===== config.mk =====
export PLATFORM = sky130hd
export DESIGN_NAME = stream_splitter_n
export DESIGN_NICKNAME = d
export VERILOG_FILES = /design/src/rtl/stream_splitter_pkg.sv /design/src/rtl/stream_splitter_n_fifo.sv /design/src/rtl/stream_splitter_n.sv
export SDC_FILE = /design/constraint.sdc
export NUM_CORES = 1
export LEC_CHECK = 0
export ABC_AREA = 1
export CORE_UTILIZATION = 45
export CTS_CLUSTER_DIAMETER = 50
export DETAILED_ROUTE_END_ITERATION = 16
export PLACE_DENSITY = 0.65
export SLEW_MARGIN = 10
export SYNTH_ARGS = -nofsm -noshare
export SYNTH_HDL_FRONTEND = slang
export SYNTH_SLANG_ARGS = --single-unit
export TNS_END_PERCENT = 5

===== constraint.sdc =====
create_clock -name clk -period 3.9 [get_ports clk]
set_input_delay 0.39 -clock clk [delete_from_list [all_inputs] [get_ports clk]]
set_output_delay 0.39 -clock clk [all_outputs]
set_load 0.02 [all_outputs]

===== src/rtl/stream_splitter_pkg.sv =====
// Shared types and helpers for the N-channel stream splitter.
package stream_splitter_pkg;

  typedef enum logic {
    SPLIT  = 1'b0,
    SERIAL = 1'b1
  } mode_e;

  typedef enum logic {
    IDLE  = 1'b0,
    SHIFT = 1'b1
  } state_e;

  // Pointer width with one extra wrap bit to tell full from empty.
  function automatic int unsigned ptr_w(input int unsigned depth);
    return $clog2(depth) + 1;
  endfunction

endpackage


===== src/rtl/stream_splitter_n_fifo.sv =====
// Per-channel synchronous FIFO; extra pointer MSB distinguishes full from empty.
module sync_fifo
  import stream_splitter_pkg::*;
#(
  parameter int unsigned WIDTH = 32,
  parameter int unsigned DEPTH = 4
) (
  input  logic             clk,
  input  logic             rst,
  input  logic             push,
  input  logic [WIDTH-1:0] wdata,
  input  logic             pop,
  output logic [WIDTH-1:0] rdata,
  output logic             full,
  output logic             empty
);

  localparam int unsigned PW = ptr_w(DEPTH);
  localparam int unsigned AW = PW - 1;

  logic [WIDTH-1:0] r_mem [DEPTH];
  logic [PW-1:0]    r_wr_ptr;
  logic [PW-1:0]    r_rd_ptr;
  logic             w_do_push;
  logic             w_do_pop;

  assign full  = (r_wr_ptr[AW-1:0] == r_rd_ptr[AW-1:0]) && (r_wr_ptr[AW] != r_rd_ptr[AW]);
  assign empty = (r_wr_ptr == r_rd_ptr);
  assign rdata = r_mem[r_rd_ptr[AW-1:0]];

  assign w_do_push = push && !full;
  assign w_do_pop  = pop && !empty;

  always_ff @(posedge clk) begin
    if (rst) begin
      r_wr_ptr <= '0;
      r_rd_ptr <= '0;
    end else begin
      if (w_do_push) r_wr_ptr <= r_wr_ptr + PW'(1);
      if (w_do_pop)  r_rd_ptr <= r_rd_ptr + PW'(1);
    end
  end

  // Storage needs no reset: reads are masked by empty at the top level.
  always_ff @(posedge clk) begin
    if (w_do_push) r_mem[r_wr_ptr[AW-1:0]] <= wdata;
  end

endmodule


===== src/rtl/stream_splitter_n.sv =====
// Splits a wide word into per-channel FIFOs (SPLIT) or streams its lanes out of channel 0 (SERIAL).
module stream_splitter_n
  import stream_splitter_pkg::*;
#(
  parameter int unsigned IN_W   = 64,
  parameter int unsigned NUM_CH = 2,
  parameter int unsigned LANE_W = 32,
  parameter int unsigned DEPTH  = 4
) (
  input  logic                     clk,
  input  logic                     rst,
  input  logic [IN_W-1:0]          slave_data,
  input  logic                     valid_in,
  output logic                     ready_in,
  input  logic                     mode,
  input  logic [NUM_CH-1:0]        ch_en,
  output logic [NUM_CH*LANE_W-1:0] data_port,
  output logic [NUM_CH-1:0]        valid_out,
  input  logic [NUM_CH-1:0]        ready_out,
  output logic                     busy
);

  localparam int unsigned CW = $clog2(NUM_CH);
  localparam logic [CW-1:0] LAST_LANE = CW'(NUM_CH - 1);

  state_e            r_state;
  logic [CW-1:0]     r_lane_cnt;
  logic [IN_W-1:0]   r_hold;

  logic [NUM_CH-1:0] w_full;
  logic [NUM_CH-1:0] w_empty;
  logic [NUM_CH-1:0] w_push;
  logic [NUM_CH-1:0] w_pop;
  logic [LANE_W-1:0] w_wdata [NUM_CH];
  logic [LANE_W-1:0] w_rdata [NUM_CH];
  logic [LANE_W-1:0] w_hold_lane;
  logic              w_serial_sel;
  logic              w_split_ok;
  logic              w_shift_go;
  logic              w_accept;

  assign w_serial_sel = (mode_e'(mode) == SERIAL);
  // Only enabled channels can stall the input; disabled lanes are dropped.
  assign w_split_ok   = &(~ch_en | ~w_full);
  assign w_shift_go   = (r_state == SHIFT) && !w_full[0];
  assign w_hold_lane  = r_hold[int'(r_lane_cnt)*LANE_W +: LANE_W];

  assign ready_in = !rst && (r_state == IDLE) && (w_serial_sel ? !w_full[0] : w_split_ok);
  assign w_accept = valid_in && ready_in;
  assign busy     = !rst && (r_state == SHIFT);

  // Push decode: SHIFT drains the hold register into channel 0, IDLE accepts fan out.
  always_comb begin
    w_push = '0;
    for (int k = 0; k < int'(NUM_CH); k++) begin
      w_wdata[k] = slave_data[k*LANE_W +: LANE_W];
    end
    if (w_shift_go) begin
      w_push[0]  = 1'b1;
      w_wdata[0] = w_hold_lane;
    end else if (w_accept) begin
      if (w_serial_sel) w_push[0] = 1'b1;
      else              w_push    = ch_en;
    end
  end

  always_ff @(posedge clk) begin
    if (rst) begin
      r_state    <= IDLE;
      r_lane_cnt <= '0;
      r_hold     <= '0;
    end else begin
      case (r_state)
        IDLE: begin
          if (w_accept && w_serial_sel) begin
            r_hold     <= slave_data;
            r_lane_cnt <= CW'(1);
            r_state    <= SHIFT;
          end
        end
        SHIFT: begin
          if (!w_full[0]) begin
            if (r_lane_cnt == LAST_LANE) begin
              r_lane_cnt <= '0;
              r_state    <= IDLE;
            end else begin
              r_lane_cnt <= r_lane_cnt + CW'(1);
            end
          end
        end
        default: r_state <= IDLE;
      endcase
    end
  end

  genvar g;
  generate
    for (g = 0; g < int'(NUM_CH); g++) begin : gen_ch
      sync_fifo #(
        .WIDTH (LANE_W),
        .DEPTH (DEPTH)
      ) u_fifo (
        .clk   (clk),
        .rst   (rst),
        .push  (w_push[g]),
        .wdata (w_wdata[g]),
        .pop   (w_pop[g]),
        .rdata (w_rdata[g]),
        .full  (w_full[g]),
        .empty (w_empty[g])
      );

      assign valid_out[g] = !rst && !w_empty[g];
      assign w_pop[g]     = !w_empty[g] && ready_out[g];
      assign data_port[g*LANE_W +: LANE_W] = valid_out[g] ? w_rdata[g] : '0;
    end
  endgenerate

endmodule

Word-level counts from Yosys, hierarchy flattened
Memories as Yosys holds them, arrays and structs flattened. A register that Yosys moved wholly into a read port is not among the register bits.
Cells that the tools add are included.

word-level totals
  flip-flop bits (word level) = 78
  RAM bits = 256
  input bits = 72
  output and inout bits = 68
  word-level logic and storage cells = 76
  memories = 2

memory list
  memory                  depth  bits a word  rd ports  clocked after Yosys merged registers in  wr ports  RTL line                      source
  gen_ch[0].u_fifo.r_mem  4      32           1         1                                        1         stream_splitter_n_fifo.sv:21  logic [WIDTH-1:0] r_mem [DEPTH];
  gen_ch[1].u_fifo.r_mem  4      32           1         1                                        1         stream_splitter_n_fifo.sv:21

cells by class
  add/sub/neg operators = 5
  eq/ne operators = 8
  shifts and indexed selects = 1
  muxes and demuxes = 25
  bitwise gates (word level) = 4
  reductions and logical operators = 24

operators by type and width
  kind                 count
  $mux 32              3
  $shiftx 64x7->32     1
  $logic_and 1x1->1    16
  $mux 1               15
  $add 3x1->3 const B  4
  $mux 2               5
  $eq 3x3->1           2
  $reduce_and 2->1     3
  $logic_not 1->1      5
  $eq 2x2->1           2
  $not 2->2            2
  $pmux 1 s2           2
  $ne 1x1->1           2
  $ne 2x1->1 const B   1
  $ne 2x2->1 const B   1
  $or 2x2->2           1
  $add 1x1->1 const B  1
  $not 1->1            1

Logic depth before layout (Yosys ltp)
  word-level depth = 13
  gate-level depth with buffers = 11
  mapped depth without buffers = 11

By module
A second synthesis with hierarchy kept.

unflattened totals
  cell total of the unflattened synthesis = 1,485
  area, all modules = 14,363.8 um^2

by module, submodules not included
  module             times used  cells each  area an instance (um^2)  sequential area each (um^2)
  sync_fifo          2           385         5,230.0                  4,003.8
  stream_splitter_n  1           715         3,903.7                  1,321.3

Worst setup path before layout
OpenSTA, ideal clock, no wires.

  path kind = in2reg
  from = input port rst
  to = memory gen_ch[1].u_fifo.r_mem[0][0] (enable)
  setup time = 0.421 ns
  arrival = 2.543 ns
  required time = 3.479 ns
  path slack = 0.936 ns
  cell stages on the path = 6
  buffers on the path = 1
  cells stage by stage = clkbuf_1 nor2_1 o21ai_1 nor2_4 nand3_1 nor2_1

between the ends
  word-level cells in the longest chain between the ends = 9

ends and longest elaborated chain
  element                          RTL line                      source
  from (decl)                      stream_splitter_n.sv:11       input logic rst,
  $logic_not 1->1                  stream_splitter_n.sv:48       assign ready_in = !rst && (r_state == IDLE) && (w_serial_sel ? !w_full[0] : w_split_ok);
  $logic_and 1x1->1 (2 in series)  stream_splitter_n.sv:48
  $logic_and 1x1->1                stream_splitter_n.sv:49       assign w_accept = valid_in && ready_in;
  $mux 2                           stream_splitter_n.sv:61       end else if (w_accept) begin
  $mux 1                           stream_splitter_n.sv:58       if (w_shift_go) begin
  $logic_and 1x1->1                stream_splitter_n_fifo.sv:31  assign w_do_push = push && !full;
  $mux 1                           stream_splitter_n_fifo.sv:46  if (w_do_push) r_mem[r_wr_ptr[AW-1:0]] <= wdata;
  $mux 1 (not written as such)     stream_splitter_n_fifo.sv:46
  to (decl)                        stream_splitter_n_fifo.sv:21

No other way between the ends.

Worst setup path after layout
  from = register gen_ch[1].u_fifo.r_wr_ptr[0]
  to = output port data_port[36]

between the ends
  word-level cells in the longest chain between the ends = 4

ends and longest elaborated chain
  element                 RTL line                      source
  from (decl)             stream_splitter_n_fifo.sv:22  logic [PW-1:0] r_wr_ptr;
  from (signal assigned)  stream_splitter_n_fifo.sv:39  if (w_do_push) r_wr_ptr <= r_wr_ptr + PW'(1);
  $eq 3x3->1              stream_splitter_n_fifo.sv:28  assign empty = (r_wr_ptr == r_rd_ptr);
  $logic_not 1->1         stream_splitter_n.sv:113      assign valid_out[g] = !rst && !w_empty[g];
  $logic_and 1x1->1       stream_splitter_n.sv:113
  $mux 32                 stream_splitter_n.sv:115      assign data_port[g*LANE_W +: LANE_W] = valid_out[g] ? w_rdata[g] : '0;
  to (decl)               stream_splitter_n.sv:17       output logic [NUM_CH*LANE_W-1:0] data_port,

No other way between the ends.

==> flow_metrics.py <==
metrics = {
    "clock_tree": {
        "clock-sinks": 338,
        "cts_made_buffers": 37,
        "cts_tree": "yes",
        "cts_buffer_depth": 3,
        "clkSlewWorstSetupHoldPaths_ns": 0.06,
        "clk_latency_ns": 0.51,
        "cts_root_buffer": "clkbuf_16",
        "cts_resized": 0,
        "postCtsHoldBufs": 0,
        "post_cts_buffers": 0,
        "htreeDepth": 2,
    },
    "power_and_ir_drop": {
        "p_comb_share_pct": 17.2,
        "sw_frac_of_total_pct": 26.4,
        "p_int_uw": 6720,
        "ir_drop_v": 0.000284,
        "powerDensity_nw_per_um2": 535,
        "p_leak_uw": 0.00566,
        "p_clk_share_pct": 38.5,
        "sequentialPowerShare_pct": 44.3,
        "p_sw_uw": 2420,
    },
    "layout": {
        "fillCellCount": 2530,
        "fin_nets": 1524,
        "drive_above_1_share_pct": 12.4,
        "syn_to_final_growth_pct": 20.4,
    },
    "synthesis": {
        "seq_area_frac_synth_pct": 65.8,
        "synth_top_area_share_pct": 54.2,
        "yosysWarnings": 0,
        "synth.net_count": 1414,
        "synth-xor-area-share_pct": 0.309,
        "synth_edf_count": 256,
        "synthesis.area_um2": 14200,
        "ys_types": 29,
        "synth_largest_area_cell": "edfxtp_1",
        "yosys-top-cells-area": "edfxtp_1, dfxtp_1, nor2_1",
        "synth_mux_area_share_pct": 0,
        "synth_commonest_cells": "nor2_1, edfxtp_1, o21ai_0",
        "synthSimpleGateAreaFrac_pct": 16.5,
        "synthAdderAreaFrac_pct": 0.883,
        "ys_ff_latch": 338,
        "synthCells": 1332,
        "synth_top_family_by_area": "simple AND/OR/NAND/NOR gates",
        "synth-compound-area-share_pct": 12.3,
        "synth-main-ff-cell": "edfxtp_1",
        "synth.avg_cell_area_um2": 10.6,
        "synth_most_common_cell": "nor2_1",
        "synth-async-reset-ratio_pct": 0,
    },
    "sta": {
        "tns_ns": 0,
        "period_minus_slack_ns": 3.31,
        "slew_headroom_pct": 26.0,
        "max_freq_ghz": 0.302,
        "setup_ws_ns": 0.593,
        "worst_pin_slew_ns": 1.10,
        "slew_violations": 0,
        "finalHoldViolations": 0,
        "rsz0062_at_grt": "no",
        "setup_violations": 0,
        "min_period_over_period_pct": 84.8,
        "fin_worst_skew_ns": 0.0117,
    },
    "placement": {
        "routabilityCongestion": 0.817,
        "dp_hpwl_um": 21600,
        "pre_cts_slack_ns": 1.07,
        "port_buffers": 139,
    },
    "setup_path": {
        "worstSetupStartpointType": "register",
        "required_ns": 3.51,
        "critPathMaxFanout": 16,
        "r2r_cells": 10,
        "cp_data_arrival_time_ns": 2.92,
        "crit_path_end_kind": "primary output",
        "worst-setup-path-type": "register to primary output",
    },
    "route": {
        "vias": 10188,
        "wire_per_inst_um": 18.7,
        "drcViolationCount": 2,
        "drt_iter0_drc": 896,
        "drt.antenna.violating_nets": 0,
        "wl_um": 34900,
        "vias_per_cell": 5.46,
        "dr.pass1.iters": 14,
    },
    "status": {
        "violations": "DRC",
        "status": "finished with violations",
    },
    "grt": {
        "track_usage_pct": 21.6,
        "antenna_found_initial": 1,
        "grt.overflow.total": 0,
        "grt_max_degree": 69,
        "grt_pass1_wl_um": 54700,
        "grt_pass1_vias": 9942,
    },
    "die": {
        "start_util_pct": 46.0,
        "num_rows": 64,
        "die_y_um": 179,
        "die-area_um2": 32200,
        "fp.coreArea_um2": 30800,
        "fp.dieW_um": 179,
        "io_pins": 140,
    },
    "worst_hold_path": {
        "hp-class": "primary input to register",
        "hold_path_depth": 5,
    },
    "flow_run": {
        "maxCapViolCount": 0,
    },
}
==> sequential cells by signal (all words and copies together) (netlist names), named ones only <==
name                    count
gen_ch.u_fifo.r_mem       256
gen_ch.u_fifo.r_rd_ptr      6
gen_ch.u_fifo.r_wr_ptr      6
r_hold                     64
r_lane_cnt                  1
r_state                     1
==> cells in the final DEF (no fill, tap or decap), drive strengths merged <==
cell type and count:
nor3 1, xor2 3, nor3b 1, a31oi 33, xnor2 2, a21oi 138
nand3b 1, nor2 311, clkdlybuf4s50 136, inv 34, edfxtp 256, ha 10
nand3 8, diode 1, bufinv 4, nand4 67, clkinv 10, dfxtp 82
nand2 151, clkbuf 51, clkinvlp 3, o21ai 137, buf 31
==> cell families after synthesis <==
family	after synthesis
xor+xnor	5
simple gates	540
compound gates	308
flops	338
fa+ha+maj	10
buf+inv	131
==> final timing paths <==
check,end,startpoint,slack (ns)
max,data_port[36],gen_ch[1].u_fifo.r_wr_ptr[0]$_SDFFE_PP0P_,0.59
min,gen_ch[0].u_fifo.r_wr_ptr[0]$_SDFFE_PP0P_,rst,0.32
max reg2reg,gen_ch[1].u_fifo.r_mem[1][8]$_DFFE_PP_,gen_ch[1].u_fifo.r_wr_ptr[0]$_SDFFE_PP0P_,1.23
min reg2reg,r_hold[31]$_SDFFE_PP0P_,r_hold[31]$_SDFFE_PP0P_,0.46
==> routing by layer <==
| layer | GRT usage, % | up-vias | routed length, um |
|---|---|---|---|
| met1 | 29.1 | 4976 | 15500 |
| met3 | 2.84 | 50 | 1590 |
| li1 | - | 4889 | - |
| met4 | 6.10 | 0 | 683 |
| met5 | 0 | - | 0 |
| met2 | 36.7 | 273 | 17100 |
==> worst max-delay path: stages (launching register included) <==
cell             delay (ns)
dfxtp_1                0.42
inv_2                  0.08
nand2_1                0.06
nand2_1                0.06
nand4_1                0.11
nand2_1                0.46
buf_4                  0.40
a21oi_1                0.17
clkdlybuf4s50_1        0.63
==> power by group through the flow <==
stage               clock network (uW)  logic [uW]  registers, uW
detailed placement                   0        1570           4120
global route                      3730        1720           4050
finish                            3520        1570           4050
floorplan                            0         947           4110
global placement                     0        1560           4120
CTS                               3580        1580           4050
==> layout make-up <==
cell class	instances	area [um2]	share of cell area [%]
sequential	338	9330	54.7
antenna	1	2.50	0.0147
timing repair buffer	167	1600	9.38
multi-input combinational	863	4260	24.9
clock buffer	51	1060	6.21
clock inverter	16	190	1.11
inverter	35	131	0.770
tap	396	495	2.90
==> per-stage QoR <==
stage	area, um2	power (uW)	hold slack (ns)	util (%)	instances
after global placement	15800	5680	0.448	51.3	1799
after floorplan	14200	5050	0.439	-	1332
after detailed placement	15800	5690	0.452	51.3	1799
final	17100	9130	0.322	55.4	1867
after CTS	17100	9200	0.313	55.4	1866
after global routing	17100	9510	0.343	55.4	1867
Power figures use the tool's default switching activity.
